`config.mk`:
```
export PLATFORM = sky130hd
export DESIGN_NAME = display_refresh_sequencer
export DESIGN_NICKNAME = d
export VERILOG_FILES = /design/src/rtl/clock_display_pkg.sv /design/src/rtl/bcd_to_seg7.sv /design/src/rtl/display_refresh_sequencer.sv
export SDC_FILE = /design/constraint.sdc
export NUM_CORES = 1
export LEC_CHECK = 0
export ABC_AREA = 1
export CORE_AREA = 2 2 71 141
export DETAILED_ROUTE_END_ITERATION = 10
export DIE_AREA = 0 0 73 143
export MAX_ROUTING_LAYER = met4
export PLACE_DENSITY = 0.44
export SLEW_MARGIN = 20
export SYNTH_ARGS = -nofsm -noshare
export SYNTH_HDL_FRONTEND = slang
export SYNTH_SLANG_ARGS = --single-unit
export TNS_END_PERCENT = 20
```
`constraint.sdc`:
```
create_clock -name i_clk -period 2.7 [get_ports i_clk]
set_input_delay 0.27 -clock i_clk [delete_from_list [all_inputs] [get_ports i_clk]]
set_output_delay 0.27 -clock i_clk [all_outputs]
set_load 0.005 [all_outputs]
```
`src/rtl/clock_display_pkg.sv`:
```
// Shared types and constants for the clock display refresh path:
// sequencer state encoding, seven-segment codes and the serial frame layout.
package clock_display_pkg;

  localparam int unsigned FRAME_BITS = 32;

  typedef enum logic [2:0] {
    IDLE,
    LOAD,
    SHIFT_LO,
    SHIFT_HI,
    LATCH,
    DONE
  } state_t;

  // Segment order {g,f,e,d,c,b,a}
  localparam logic [6:0] SEG_0     = 7'h3F;
  localparam logic [6:0] SEG_1     = 7'h06;
  localparam logic [6:0] SEG_2     = 7'h5B;
  localparam logic [6:0] SEG_3     = 7'h4F;
  localparam logic [6:0] SEG_4     = 7'h66;
  localparam logic [6:0] SEG_5     = 7'h6D;
  localparam logic [6:0] SEG_6     = 7'h7D;
  localparam logic [6:0] SEG_7     = 7'h07;
  localparam logic [6:0] SEG_8     = 7'h7F;
  localparam logic [6:0] SEG_9     = 7'h6F;
  localparam logic [6:0] DASH_SEG  = 7'h40;
  localparam logic [6:0] BLANK_SEG = 7'h00;

  // One byte per digit, {dp, g..a}, first-shifted digit in the top byte
  typedef struct packed {
    logic [7:0] hours_tens;
    logic [7:0] hours_ones;
    logic [7:0] minutes_tens;
    logic [7:0] minutes_ones;
  } frame_t;

endpackage

```
`src/rtl/bcd_to_seg7.sv`:
```
// Combinational BCD digit to seven-segment decoder; codes 10..15 show a dash.
module bcd_to_seg7 (
  input  logic [3:0] bcd,
  output logic [6:0] seg_c
);
  import clock_display_pkg::*;

  always_comb begin
    seg_c = DASH_SEG;
    case (bcd)
      4'd0:    seg_c = SEG_0;
      4'd1:    seg_c = SEG_1;
      4'd2:    seg_c = SEG_2;
      4'd3:    seg_c = SEG_3;
      4'd4:    seg_c = SEG_4;
      4'd5:    seg_c = SEG_5;
      4'd6:    seg_c = SEG_6;
      4'd7:    seg_c = SEG_7;
      4'd8:    seg_c = SEG_8;
      4'd9:    seg_c = SEG_9;
      default: seg_c = DASH_SEG;
    endcase
  end

endmodule

```
`src/rtl/display_refresh_sequencer.sv`:
```
// Shifts a 4-digit HH:MM seven-segment frame into an external shift register.
// Optional BLANK_LEADING_ZERO_EN blanks a leading zero on the hours-tens digit.
module display_refresh_sequencer #(
  parameter int unsigned SYS_CLK_HZ   = 5_000_000,
  parameter int unsigned SHIFT_CLK_HZ = 1_000_000
) (
  input  logic       i_clk,
  input  logic       i_reset,
  input  logic       i_en,
  input  logic       i_refresh_stb,
  input  logic [7:0] i_hours_bcd,
  input  logic [7:0] i_minutes_bcd,
  input  logic       i_colon,
  output logic       o_serial_data,
  output logic       o_serial_clk,
  output logic       o_serial_latch,
  output logic       o_busy,
  output logic       o_done
);
  import clock_display_pkg::*;

  localparam int unsigned HALF_RAW = SYS_CLK_HZ / (2 * SHIFT_CLK_HZ);
  localparam int unsigned HALF     = (HALF_RAW < 1) ? 1 : HALF_RAW;
  localparam int unsigned DIV_W    = (HALF > 1) ? $clog2(HALF) : 1;
  localparam int unsigned BIT_W    = $clog2(FRAME_BITS);

  logic [6:0] ht_seg_c;
  logic [6:0] ho_seg_c;
  logic [6:0] mt_seg_c;
  logic [6:0] mo_seg_c;
  logic [6:0] ht_disp_c;

  bcd_to_seg7 u_hours_tens   (.bcd(i_hours_bcd[7:4]),   .seg_c(ht_seg_c));
  bcd_to_seg7 u_hours_ones   (.bcd(i_hours_bcd[3:0]),   .seg_c(ho_seg_c));
  bcd_to_seg7 u_minutes_tens (.bcd(i_minutes_bcd[7:4]), .seg_c(mt_seg_c));
  bcd_to_seg7 u_minutes_ones (.bcd(i_minutes_bcd[3:0]), .seg_c(mo_seg_c));

`ifdef BLANK_LEADING_ZERO_EN
  assign ht_disp_c = (i_hours_bcd[7:4] == 4'd0) ? BLANK_SEG : ht_seg_c;
`else
  assign ht_disp_c = ht_seg_c;
`endif

  frame_t                frame_c;
  logic [FRAME_BITS-1:0] frame_bits_c;

  // The colon lights the decimal point of the hours-ones digit only
  assign frame_c = '{
    hours_tens:   {1'b0,    ht_disp_c},
    hours_ones:   {i_colon, ho_seg_c},
    minutes_tens: {1'b0,    mt_seg_c},
    minutes_ones: {1'b0,    mo_seg_c}
  };
  assign frame_bits_c = frame_c;

  state_t                state;
  logic                  pending;
  logic [FRAME_BITS-1:0] shreg;
  logic [BIT_W-1:0]      bit_cnt;
  logic [DIV_W-1:0]      div_cnt;

  logic start_c;
  logic div_last_c;
  logic bit_last_c;

  assign start_c    = (i_refresh_stb | pending) & i_en;
  assign div_last_c = (div_cnt == DIV_W'(HALF - 1));
  assign bit_last_c = (bit_cnt == BIT_W'(FRAME_BITS - 1));

  // Sequencer: state, counters, pending request and all registered outputs
  always_ff @(posedge i_clk) begin
    if (i_reset) begin
      state          <= IDLE;
      pending        <= 1'b0;
      shreg          <= '0;
      bit_cnt        <= '0;
      div_cnt        <= '0;
      o_serial_data  <= 1'b0;
      o_serial_clk   <= 1'b0;
      o_serial_latch <= 1'b0;
      o_busy         <= 1'b0;
      o_done         <= 1'b0;
    end else begin
      // Any strobe not consumed below is remembered; repeats merge
      if (i_refresh_stb) pending <= 1'b1;

      unique case (state)
        IDLE: begin
          if (start_c) begin
            state   <= LOAD;
            o_busy  <= 1'b1;
            pending <= 1'b0;
          end
        end

        LOAD: begin
          shreg         <= frame_bits_c;
          o_serial_data <= frame_bits_c[FRAME_BITS-1];
          bit_cnt       <= '0;
          div_cnt       <= '0;
          state         <= SHIFT_LO;
        end

        SHIFT_LO: begin
          if (div_last_c) begin
            div_cnt      <= '0;
            o_serial_clk <= 1'b1;
            state        <= SHIFT_HI;
          end else begin
            div_cnt <= div_cnt + DIV_W'(1);
          end
        end

        SHIFT_HI: begin
          if (div_last_c) begin
            div_cnt      <= '0;
            o_serial_clk <= 1'b0;
            if (bit_last_c) begin
              o_serial_latch <= 1'b1;
              state          <= LATCH;
            end else begin
              // Rotate so the next bit sits in the MSB; data only moves here
              bit_cnt       <= bit_cnt + BIT_W'(1);
              shreg         <= {shreg[FRAME_BITS-2:0], shreg[FRAME_BITS-1]};
              o_serial_data <= shreg[FRAME_BITS-2];
              state         <= SHIFT_LO;
            end
          end else begin
            div_cnt <= div_cnt + DIV_W'(1);
          end
        end

        LATCH: begin
          if (div_last_c) begin
            div_cnt        <= '0;
            o_serial_latch <= 1'b0;
            o_done         <= 1'b1;
            state          <= DONE;
          end else begin
            div_cnt <= div_cnt + DIV_W'(1);
          end
        end

        DONE: begin
          o_done <= 1'b0;
          if (start_c) begin
            state   <= LOAD;
            pending <= 1'b0;
          end else begin
            state  <= IDLE;
            o_busy <= 1'b0;
          end
        end

        default: begin
          state  <= IDLE;
          o_busy <= 1'b0;
        end
      endcase
    end
  end

endmodule

```
==> flow_summary.json <==
{
  "grt_usage_pct": 14.0,
  "initialDrtViolationCount": 111,
  "rows": 50,
  "synth.avg_cell_area_um2": 6.89,
  "crit_path_max_fanout": 50,
  "synth_edf_count": 0,
  "drive_above_1_share_pct": 5.65,
  "synth_cell_type_count": 23,
  "setup_viol": 0,
  "synth_commonest_cells": "nand2_1 (88), a21oi_1 (59), o21ai_0 (56), dfxtp_1 (46), inv_1 (38)",
  "maxCapViolations": 0,
  "dp.cells": 521,
  "antenna_found_initial": 0,
  "synth_area_leaders": "dfxtp_1 (33%), ha_1 (12%), nand2_1 (12%)",
  "required_ns": 2.86,
  "synth_ff_type": "dfxtp_1",
  "totalWireLength_um": 6490,
  "ir_drop_uv": 426,
  "finalSetupTns_ns": 0,
  "crit_path_end_kind": "register",
  "synth_area_um2": 2760,
  "outcome": "complete, no violations",
  "reg2regPathDepth": 11,
  "post-cts-setup-buffers": 0,
  "startpoint_type": "register",
  "synth_top_cell_by_area": "dfxtp_1",
  "path_class": "register to register",
  "yosys_warnings": 0,
  "p_leak_nw": 1.46,
  "min-delay-start": "o_serial_clk$_SDFFE_PP0P_",
  "insertion_delay_ns": 0.29,
  "drtAntennaViolNets": 0,
  "die_x_um": 73,
  "min_path_type": "register to register",
  "period_needed_ns": 1.97,
  "cts_tree": "done",
  "synth_async_sr_flop_share_pct": 0,
  "grt_max_degree": 51,
  "initial_core_util_pct": 29.6,
  "ctsHoldBuffers": 0,
  "grt_pass1_vias": 2431,
  "synthesis.instances": 401,
  "internal-power_mw": 1.54,
  "holdPathStages": 2,
  "fin_skew_ns": 0.00278,
  "reg2reg_from": "bit_cnt[0]$_SDFFE_PP0P_",
  "pwr-share-comb_pct": 33.9,
  "die_height_um": 143,
  "ios": 26,
  "clk_pin_slew_worst_paths_ns": 0.06,
  "io_buffer_count": 25,
  "first_pass_iters": 4,
  "cts-root-buf": "clkbuf_16",
  "vias": 2498,
  "fmax_mhz": 508,
  "cts_resized": 0,
  "tightest_slew_ns": 0.515,
  "grt_pass1_wl_um": 11300,
  "vias_per_cell": 4.72,
  "core_area_um2": 9320,
  "slew_violations": 0,
  "synth.ff_latch_count": 46,
  "p_sw_mw": 0.924,
  "die-area_um2": 10400,
  "arrival_ns": 2.13,
  "final_cell_count_no_fill": 529,
  "synth_nets": 449,
  "nets": 472,
  "finalHoldViolations": 0,
  "slew_headroom_pct": 65.5,
  "clock_power_share_pct": 25.3,
  "rr_endpoint": "bit_cnt[3]$_SDFFE_PP0P_",
  "place_hpwl_um": 4860,
  "power_frac_seq_pct": 40.8,
  "swShare_pct": 37.6,
  "n_antenna_cell": 0,
  "powerDensity_nw_per_um2": 758,
  "gp_congestion": 0.883,
  "cts_buffers": 5,
  "cts.sinks": 46,
  "htree_levels": 2,
  "fin_crit_sh_pct": 72.9,
  "netlist.area_leader.share_pct": 33.3,
  "area_growth_pct": 17.6,
  "yosysMostFrequentCell": "nand2_1",
  "drc_errors": 0,
  "seq_area_frac_synth_pct": 33.3,
  "rsz0062_at_grt": "false",
  "whs_endpoint": "o_serial_clk$_SDFFE_PP0P_",
  "r2r_slack_ns": 0.73,
  "clk_path_buf_depth": 2,
  "wl_per_cell_um": 12.3,
  "grt.overflow.total": 0
}
[placed cells by master (no fill, tap or decap), drive strengths merged, types with 6 or more instances in the layout]
cell and n:
o22ai 7, clkbuf 7, nand3 13, clkdlybuf4s50 25
or2 13, a21oi 60, ha 27, o21ai 56
nand2 92, nor2 28, dfxtp 46, buf 6
inv 40
[routing by layer]
metal / vias up / global-route usage, % / part of all wire, %
li1: 1358 / - / -
met1: 1101 / 14.8 / 42
met2: 27 / 25.0 / 54
met3: 12 / 1.48 / 1.3
met4: 0 / 6.82 / 3.1
met5: - / - / 0
[sequential cells by signal, summed over array words and instances (netlist names)]
register	cells
state	3
o_done	1
bit_cnt	5
o_serial_latch	1
o_serial_data	1
o_busy	1
div_cnt	1
shreg	31
o_serial_clk	1
pending	1
[cells by family (layout without fill, tap and decap cells)]
kind of cell	count (synthesis)	after routing	synth area share (%)
AOI/OAI and AO/OA	124	124	23.0
buffers and inverters	55	79	8.61
adders and majority gates	27	27	12.2
DFF	46	46	33.3
and+or+nand+nor	149	149	22.8
[metrics by stage]
stage	util (%)	worst slack (ns)	hold slack, ns	area, µm²	power, mW
CTS	34.8	0.703	0.444	3250	2.50
finish	34.8	0.732	0.441	3250	2.46
global placement	33.2	0.778	0.433	3100	1.86
floorplan	-	1.03	0.339	2760	1.64
global route	34.8	0.444	0.462	3250	2.70
detailed placement	33.2	0.716	0.434	3100	1.87
[cell type report]
class | count | area (µm²)
Clock buffer | 7 | 143
Clock inverter | 1 | 5.00
Timing Repair Buffer | 31 | 295
Inverter | 40 | 150
Fill cell | 1001 | 6070
Multi-Input combinational cell | 300 | 1600
Sequential cell | 46 | 921
Tap cell | 104 | 130
[power groups by stage]
stage	registers [mW]	clock network, mW	logic, mW
2_1_floorplan	0.968	0	0.676
3_3_place_gp	1.02	0	0.843
3_5_place_dp	1.02	0	0.855
4_1_cts	1.00	0.644	0.857
5_1_grt	1.03	0.677	0.990
6_report	1.00	0.623	0.834
[how the worst max path moves through the flow]
stage | start | endpoint | slack (ns) | depth (start not counted)
3_5_place_dp | bit_cnt[0]$_SDFFE_PP0P_ | bit_cnt[3]$_SDFFE_PP0P_ | 0.72 | 11
5_1_grt | bit_cnt[0]$_SDFFE_PP0P_ | bit_cnt[3]$_SDFFE_PP0P_ | 0.44 | 11
4_1_cts | bit_cnt[0]$_SDFFE_PP0P_ | bit_cnt[3]$_SDFFE_PP0P_ | 0.70 | 11
2_1_floorplan | bit_cnt[0]$_SDFFE_PP0P_ | bit_cnt[4]$_SDFFE_PP0P_ | 1.03 | 11
3_3_place_gp | bit_cnt[0]$_SDFFE_PP0P_ | bit_cnt[3]$_SDFFE_PP0P_ | 0.78 | 11
6_report | bit_cnt[0]$_SDFFE_PP0P_ | bit_cnt[3]$_SDFFE_PP0P_ | 0.73 | 11
[critical path, cell delays in order, from the launching register on]
cell and delay, ns:
dfxtp_1 0.36, ha_1 0.18, inv_1 0.05, nor3_1 0.23, ha_1 0.22, inv_1 0.04
nand2_1 0.12, a21oi_2 0.07, buf_4 0.27, nand2_1 0.13, nand2_1 0.05, nor3b_1 0.12
Note: power is estimated with default switching activity, not from simulation.
